<file path="src/rtl/mux4_rr_arbiter.sv">
// mux4_rr_arbiter: four-requester round-robin arbiter that owns the select of a
// shared 4:1 data line.
//
// Ports
//   clk       in   1  single clock, all state on rising edge
//   rst       in   1  synchronous, active-high reset
//   REQ       in   4  requests, bit0=A .. bit3=D
//   D         in   4  shared-line data, bit n belongs to requester n
//   GNT       out  4  registered one-hot grant
//   S         out  2  registered mux select, equal to the granted index
//   V         out  1  high exactly when GNT is non-zero
//   Y         out  1  D[S] while V=1, else 0 (combinational)
//
// Parameters
//   HOLD_MAX  maximum consecutive owner cycles before a forced rotation (2..255);
//             only meaningful when MUX4_ARB_TIMEOUT_EN is defined.
//
// Build options
//   MUX4_ARB_TIMEOUT_EN  when defined, adds a hold counter that rotates the grant
//                        after HOLD_MAX owner cycles if another requester waits.
//                        When undefined, the owner keeps the grant until it drops
//                        its request.
//
// Behaviour summary
//   - IDLE: any request is arbitrated on the edge; the grant appears one cycle later.
//   - BUSY: the grant is held while the owner keeps requesting. When the owner drops,
//     the next requester is granted on the same edge (no idle bubble); with nobody
//     else waiting the arbiter returns to IDLE, keeping S.
//   - Arbitration scans PTR, PTR+1, PTR+2, PTR+3 (mod 4). PTR becomes grant+1 on each
//     new grant, so the previous owner is always scanned last.

module mux4_rr_arbiter #(
  parameter int unsigned HOLD_MAX = 8
) (
  input  logic       clk,
  input  logic       rst,
  input  logic [3:0] REQ,
  input  logic [3:0] D,
  output logic [3:0] GNT,
  output logic [1:0] S,
  output logic       V,
  output logic       Y
);

  // Reject out-of-range hold limits at elaboration time.
  if (HOLD_MAX < 2 || HOLD_MAX > 255) begin : g_bad_hold_max
    $error("mux4_rr_arbiter: HOLD_MAX must be in 2..255");
  end

  typedef enum logic [0:0] {
    StIdle,
    StBusy
  } state_e;

  state_e     state_q;
  logic [3:0] gnt_q;
  logic [1:0] sel_q;
  logic [1:0] ptr_q;

  logic [1:0] owner;
  logic [3:0] others;
  logic       held;
  logic       expired;
  logic       do_grant;
  logic       go_idle;
  logic [1:0] grant_idx;

`ifdef MUX4_ARB_TIMEOUT_EN
  localparam logic [8:0] HoldMaxW = 9'(HOLD_MAX);
  localparam logic [7:0] HoldMaxC = 8'(HOLD_MAX);

  // Owner cycles already completed in the current tenure.
  logic [7:0] cnt_q;
  logic [8:0] cnt_inc;
`endif

  // First set bit of req, scanning start, start+1, start+2, start+3 (mod 4).
  // The loop runs from the far end so the nearest hit is the last assignment.
  function automatic logic [1:0] rr_pick(input logic [3:0] req, input logic [1:0] start);
    logic [1:0] idx;
    logic [1:0] pick;
    pick = start;
    for (int k = 3; k >= 0; k--) begin
      idx = start + 2'(k);
      if (req[idx]) begin
        pick = idx;
      end
    end
    return pick;
  endfunction

  always_comb begin
    owner  = sel_q;
    // The current owner is removed from re-arbitration so it always ranks last.
    others = REQ & ~(4'b0001 << owner);
    held   = REQ[owner];

    expired = 1'b0;
`ifdef MUX4_ARB_TIMEOUT_EN
    // The edge being evaluated completes one more owner cycle.
    cnt_inc = {1'b0, cnt_q} + 9'd1;
    expired = (cnt_inc >= HoldMaxW);
`endif

    do_grant  = 1'b0;
    go_idle   = 1'b0;
    grant_idx = rr_pick(REQ, ptr_q);

    unique case (state_q)
      StIdle: begin
        do_grant = |REQ;
      end
      StBusy: begin
        // Leave the current grant on release, or on timeout with someone waiting.
        if (!held || (expired && (|others))) begin
          if (|others) begin
            do_grant  = 1'b1;
            grant_idx = rr_pick(others, ptr_q);
          end else begin
            go_idle = 1'b1;
          end
        end
      end
      default: begin
        go_idle = 1'b1;
      end
    endcase
  end

  always_ff @(posedge clk) begin
    if (rst) begin
      state_q <= StIdle;
      gnt_q   <= 4'b0000;
      sel_q   <= 2'b00;
      ptr_q   <= 2'b00;
`ifdef MUX4_ARB_TIMEOUT_EN
      cnt_q   <= 8'd0;
`endif
    end else begin
      if (do_grant) begin
        state_q <= StBusy;
        gnt_q   <= 4'b0001 << grant_idx;
        sel_q   <= grant_idx;
        ptr_q   <= grant_idx + 2'd1;
      end else if (go_idle) begin
        // S is deliberately kept; only a new grant moves the select.
        state_q <= StIdle;
        gnt_q   <= 4'b0000;
      end

`ifdef MUX4_ARB_TIMEOUT_EN
      if (do_grant || go_idle) begin
        cnt_q <= 8'd0;
      end else if (state_q == StBusy) begin
        // Saturates at HOLD_MAX while nobody else is waiting.
        cnt_q <= expired ? HoldMaxC : cnt_inc[7:0];
      end
`endif
    end
  end

  assign GNT = gnt_q;
  assign S   = sel_q;
  assign V   = |gnt_q;
  assign Y   = V & D[sel_q];

  // Structural invariants of the grant outputs.
  a_gnt_onehot0 : assert property (@(posedge clk) $onehot0(GNT));
  a_gnt_matches_sel : assert property (@(posedge clk) (GNT != 4'b0000) |-> (GNT == (4'b0001 << S)));

endmodule

</file>
<file path="config.mk">
export PLATFORM = sky130hd
export DESIGN_NAME = mux4_rr_arbiter
export DESIGN_NICKNAME = d
export VERILOG_FILES = /design/src/rtl/mux4_rr_arbiter.sv
export SDC_FILE = /design/constraint.sdc
export NUM_CORES = 1
export LEC_CHECK = 0
export CAP_MARGIN = 20
export CORE_AREA = 2 2 40 42
export DETAILED_ROUTE_END_ITERATION = 8
export DIE_AREA = 0 0 42 44
export PLACE_DENSITY_LB_ADDON = 0.12
export SYNTH_ARGS = -nofsm -noshare
export SYNTH_HDL_FRONTEND = slang
export SYNTH_SLANG_ARGS = --single-unit
export TNS_END_PERCENT = 20
</file>
<file path="constraint.sdc">
create_clock -name clk -period 4.1 [get_ports clk]
set_input_delay 0.82 -clock clk [delete_from_list [all_inputs] [get_ports clk]]
set_output_delay 0.82 -clock clk [all_outputs]
set_load 0.01 [all_outputs]
</file>
Yosys cells after proc, flatten, opt, wreduce, memory -nomap -nowiden
Cells that the tools add are included.
{ "totals": {"regBits": 9, "in_bits": 10, "out_inout_bits": 8} }
{ "op_classes": {"mux": 41, "shifts": 2, "bitwise": 4, "n_reduce_logical": 4, "order_cmp": 5, "addsub": 4} }
{ "op_table": {"columns": ["op", "n"], "rows": [
  ["$mux 2", 11],
  ["$bmux 1 s2", 10],
  ["$mux 1", 17],
  ["$lt 2x3->1 const B", 5],
  ["$reduce_or 4->1", 3],
  ["$mux 4", 2],
  ["$shl 1x2->4 const A", 2],
  ["$add 2x1->2 const B", 2],
  ["$add 2x2->2 const B", 2],
  ["$and 4x4->4", 1],
  ["$not 4->4", 1],
  ["$pmux 1 s2", 1],
  ["$reduce_bool 2->1", 1],
  ["$and 1x1->1", 1],
  ["$not 1->1", 1]
]} }

Depth between registers and ports, before layout
Gate-level depths: netlist of run 1.
{ "logic_depth": {"depth_word": 14, "depth_mapped": 7, "depth_no_buf": 5} }

Worst setup path after synthesis of run 1
Ideal clock, no wire load.
{ "synth_path": {"path_kind": "input to output", "startpoint": "in D[1]", "endpoint": "out Y", "path_buffers": 0, "setup_slack_ns": 1.807, "arrival_ns": 1.473, "t_required_ns": 3.280, "stages": 2, "cell_sequence": "mux4_1 > and2_1"} }
{ "synth_via": {"elab_chain_len": 3} }
{ "synth_lines": {"columns": ["item", "line_no", "text"], "rows": [
  ["start: declaration", "38", "input logic [3:0] D,"],
  ["$bmux 1 s2", "165", "assign Y = V & D[sel_q];"],
  ["$mux 1 (not written as such)", "165", null],
  ["$and 1x1->1", "165", null],
  ["end: declaration", "42", "output logic Y"]
]} }
No other way between the ends. The select of a mux whose other input is x is not followed.

Worst setup path in the final report of run 1
Ends and elaborated chain as after synthesis.

==> qor.csv, run 1 <==
metric,value,unit
area delta synth->final,28.16,%
average size of a mapped cell,8.827,um^2
Pwr Total,297.4,uW
number of synthesized flops with an enable pin,0,
"IR drop worst, VDD",0.0002600,V
WL per Instance,12.99,um
crit path DAT,2330,ps
setup_tns,0,ps
post-CTS setup buffers,0,
Synth area leaders,"dfxtp_1 28%, mux4_1 4.1%, buf_6 3.5%, a21oi_1 3.1%, mux2i_1 3.1%",
Die ar.,0.001848,mm^2
Min-Delay Path Class,flip-flop to flip-flop,
CP Data Required Time,3280,ps
Multi-input gate area,421.7,um^2
post-synth cell types,38,
Synth Warn #,0,
Final Wtd Congestion,0.7393,
Setup WS pre-CTS,930.6,ps
Worst setup SP type,input pin,
CTS buffer count,3,
# rows,14,
vias in the first global route,530,
HPWL after detailed placement,1.007,mm
Horiz. Die Dim,42,um
final hold vios,0,
Root Driver,clkbuf_4,
leakage,0.2998,nW
RSZ-0062 raised after global routing,false,
largest net degree at the start of global routing,11,
post-synthesis sequential area ratio,0.2796,
core area,0.001419,mm^2
worst clock skew,4.453,ps
cts hold-fix bufs,0,
Synth Net Count,83,
Total Routing Usage GR,0.1629,
FMAX,317.4,MHz
fill cell count,141,
Seq cells post-synth,9,
Crit. End Element,output pin,
mapped cell area,644.4,um^2
worst-path fanout max,1,
Residual DRC,0,
"Top FF cell, synth",dfxtp_1,
Final Cycle Share,0.7685,
die height,44,um
gr ovfl total,0,
"Worst Setup Slack, final",949.3,ps
top-area cell type share of the netlist area,0.2796,
clock sinks,9,
Worst-Margin Slew,445.1,ps
DR vias,587,
Max Cap Viol,0,
Register Area,180.2,um^2
Final Setup Violations,0,
Slew Limit Headroom,0.7027,
pwr dens,360.2,mW/mm^2
Post-Syn Instances,73,
DR vias/cell,5.538,
global-route wire length before repair,2.277,mm
"Net count, final",101,
antenna-violating nets left,0,
I/O pins,18,
initial DRC count,6,
fin crit period,3151,ps
Initial Util,0.4541,
Port Buffers,17,
status,completed,
"Clk Latency, worst-skew pair",260,ps
final WL,1.377,mm
max-slew violation count,0,
layout cells sized above 1,0.1111,
Commonest cells post-synth,"9 x dfxtp_1, 5 x nand2_1, 4 x a21oi_1, 4 x nor3_1",
htree depth,1,
TritonCTS clock tree,done,
most common cell in the netlist,dfxtp_1,
asr flop ratio synth,0,
"CTS clk-pin slew, worst paths",60,ps
maximum clock path buffer count,2,
CP Class,input pin to output pin,
Diodes inserted,0,
Pre-antenna DRT Iters,5,
cell accounting for the most synthesized area,dfxtp_1,
post-cts sizing count,0,
initial antenna violation count,0,
[cell families after synthesis]
| group | count (synthesis) | synth area share |
|---|---|---|
| AOI/OAI and AO/OA | 24 | 0.2815 |
| xor gates and xnor gates | 1 | 0.01359 |
| buffers and inverters | 6 | 0.06602 |
| DFF | 9 | 0.2796 |
| muxes | 4 | 0.09515 |
| and+or+nand+nor | 29 | 0.2641 |
[final cells by class]
| class | instances | share of cell area |
|---|---|---|
| inverters | 2 | 0.009091 |
| flip-flops and latches | 9 | 0.2182 |
| multi-input cells | 58 | 0.5106 |
| repair buffers | 17 | 0.2061 |
| well taps | 16 | 0.02424 |
| clock buffers | 4 | 0.03182 |
[registers in the layout (all words and copies together), names as in the netlist]
signal,count
state_q,1
S,2
ptr_q,2
GNT,4
[routing by layer]
metal,wire length [um],global-route usage,vias to the layer above
met3,71,0.06667,0
met4,0,0.01935,0
met2,580,0.2531,15
li1,-,-,310
met1,724,0.2194,262
met5,0,0,-
[stage by stage]
step / cell area, um^2 / hold WS, ps / utilization / instances
detailed placement: 799.5 / 458.8 / 0.5635 / 102
floorplan: 644.4 / 482.4 / - / 73
global placement: 799.5 / 462.2 / 0.5635 / 102
global route: 825.8 / 504.9 / 0.5820 / 106
CTS: 825.8 / 467.0 / 0.5820 / 106
finish: 825.8 / 467.6 / 0.5820 / 106
[where the power goes]
group	internal (mW)	leakage [nW]	switching, mW
clock network	0.0374	0.0150	0.0292
logic	0.0651	0.211	0.0525
registers	0.0987	0.0743	0.0144
total	0.201	0.300	0.0962
[critical path, stage by stage]
cell	delay, ps
clkdlybuf4s50_1	380
mux4_1	490
and2_1	170
clkdlybuf4s50_1	470
[layout by cell type, fill, tap and decap left out, types with 3 or more instances in the layout]
cell / synthesis / routed
clkbuf_4: 0 / 3
nand2_1: 5 / 5
nor3_1: 4 / 4
a21oi_1: 4 / 4
clkdlybuf4s50_1: 0 / 17
dfxtp_1: 9 / 9
[final timing paths]
kind                            cells after the start  slack (ps)     end   start
worst max-delay path                                4         950       Y    D[1]
worst min-delay path                                2         470  GNT[3]  GNT[3]
worst max register to register                      5        2270  GNT[1]    S[1]
worst min register to register                      2         470  GNT[3]  GNT[3]
(Power assumes the default switching activity.)
==> run 2: changes to the inputs <==
Settings changed: CORE_AREA 2 2 40 42 to 2 2 41 43, DIE_AREA 0 0 42 44 to 0 0 43 45.
Clock period 4.1 ns to 3.3 ns, I/O delays scaled along.
==> qor.csv, run 2 (same netlist as run 1, synthesis figures left out) <==
metric,value,unit,change
Multi-input gate area,421.7,um^2,unchanged
DR vias/cell,5.642,,+1.9%
largest net degree at the start of global routing,11,,unchanged
htree depth,1,,unchanged
HPWL after detailed placement,1.034,mm,+2.8%
"most common cell after layout, fill and taps aside",clkdlybuf4s50_1,,
Max Cap Viol,0,,unchanged
vias in the first global route,534,,+0.75%
CP Class,input pin to output pin,,
Port Buffers,17,,unchanged
Residual DRC,0,,unchanged
CP Data Required Time,2640,ps,-640 ps
Horiz. Die Dim,43,um,+2.4%
TritonCTS clock tree,done,,
cts hold-fix bufs,0,,unchanged
setup_tns,0,ps,unchanged
Total Routing Usage GR,0.1578,,-0.005066
Worst setup SP type,input pin,,
Finished Cell Area,825.8,um^2,unchanged
die height,45,um,+2.3%
# rows,14,,unchanged
Crit. End Element,output pin,,
antenna-violating nets left,0,,unchanged
"Clk Latency, worst-skew pair",260,ps,about the same
Worst-Margin Slew,410.6,ps,-34.52 ps
CTS buffer count,3,,unchanged
RSZ-0062 raised after global routing,false,,
FMAX,352.7,MHz,
layout cells sized above 1,0.1111,,unchanged
DR vias,598,,+1.9%
crit path DAT,2180,ps,-150 ps
final hold vios,0,,unchanged
Die ar.,0.001935,mm^2,+4.7%
status,completed,,
Final Setup Violations,0,,unchanged
core area,0.001471,mm^2,+3.7%
Final Wtd Congestion,0.7662,,+3.6%
Final Cycle Share,0.8592,,
worst-path fanout max,1,,unchanged
area delta synth->final,28.16,%,unchanged
"Net count, final",101,,unchanged
fin crit period,2835,ps,
initial antenna violation count,0,,unchanged
"IR drop worst, VDD",0.0002202,V,-15%
max reg flops,4,,unchanged
global-route wire length before repair,2.242,mm,-1.5%
worst clock skew,0.8482,ps,-3.604 ps
Root Driver,clkbuf_4,,
maximum clock path buffer count,2,,unchanged
Slew Limit Headroom,0.7237,,+0.02103
post-CTS setup buffers,0,,unchanged
gr ovfl total,0,,unchanged
"CTS clk-pin slew, worst paths",60,ps,about the same
Min-Delay Path Class,flip-flop to flip-flop,,
most frequent cells in the layout,"17 x clkdlybuf4s50_1, 9 x dfxtp_1, 5 x nand2_1",,
I/O pins,18,,unchanged
post-cts sizing count,0,,unchanged
initial DRC count,5,,-1
Initial Util,0.4379,,-0.01622
dpl cell area,799.5,um^2,unchanged
leakage,0.2998,nW,unchanged
Register Area,180.2,um^2,unchanged
fill cell count,151,,+7.1%
clock sinks,9,,unchanged
final WL,1.367,mm,-0.73%
max-slew violation count,0,,unchanged
WL per Instance,12.90,um,-0.73%
Diodes inserted,0,,unchanged
pwr dens,447.7,mW/mm^2,+24%
Pre-antenna DRT Iters,4,,-1
==> run 2: metal layers <==
metal / global-route usage / vias to the layer above / share of wire
met5: 0 / - / 0
met4: 0.05455 / 0 / 0.0066
met3: 0.07200 / 2 / 0.068
met2: 0.2545 / 12 / 0.45
met1: 0.1877 / 274 / 0.48
li1: - / 310 / -
==> run 2: layout make-up <==
cell class	instances	share of cell area
Timing Repair Buffer	17	0.2061
Multi-Input combinational cell	58	0.5106
Inverter	2	0.009091
Sequential cell	9	0.2182
Clock buffer	4	0.03182
Tap cell	16	0.02424
==> run 2: worst paths after layout <==
kind	start	endpoint	slack [ps]	cells after the start
hold reg to reg	GNT[2]	GNT[2]	470	2
setup / recovery	D[1]	Y	460	4
setup reg to reg	S[1]	GNT[0]	1490	5
hold / removal	GNT[2]	GNT[2]	470	2
==> run 2: critical path: stages <==
cell,delay (ps)
clkdlybuf4s50_1,400
mux4_1,490
and2_1,170
clkdlybuf4s50_1,470
==> run 2: stage by stage <==
step           power, mW  cells  hold slack [ps]    util  worst slack (ps)
2_1_floorplan     0.2377     73            482.4       -              1327
3_3_place_gp      0.2884    102            455.0  0.5434             475.3
3_5_place_dp      0.2893    102            462.4  0.5434             460.0
4_1_cts           0.3746    106            470.8  0.5612             455.4
5_1_grt           0.3936    106            493.3  0.5612             419.2
6_report          0.3697    106            469.7  0.5612             464.8
==> run 2: where the power goes <==
| part | switching (mW) | internal, mW |
|---|---|---|
| clock network | 0.0365 | 0.0465 |
| registers | 0.0183 | 0.123 |
| logic | 0.0647 | 0.0809 |
| total | 0.120 | 0.250 |
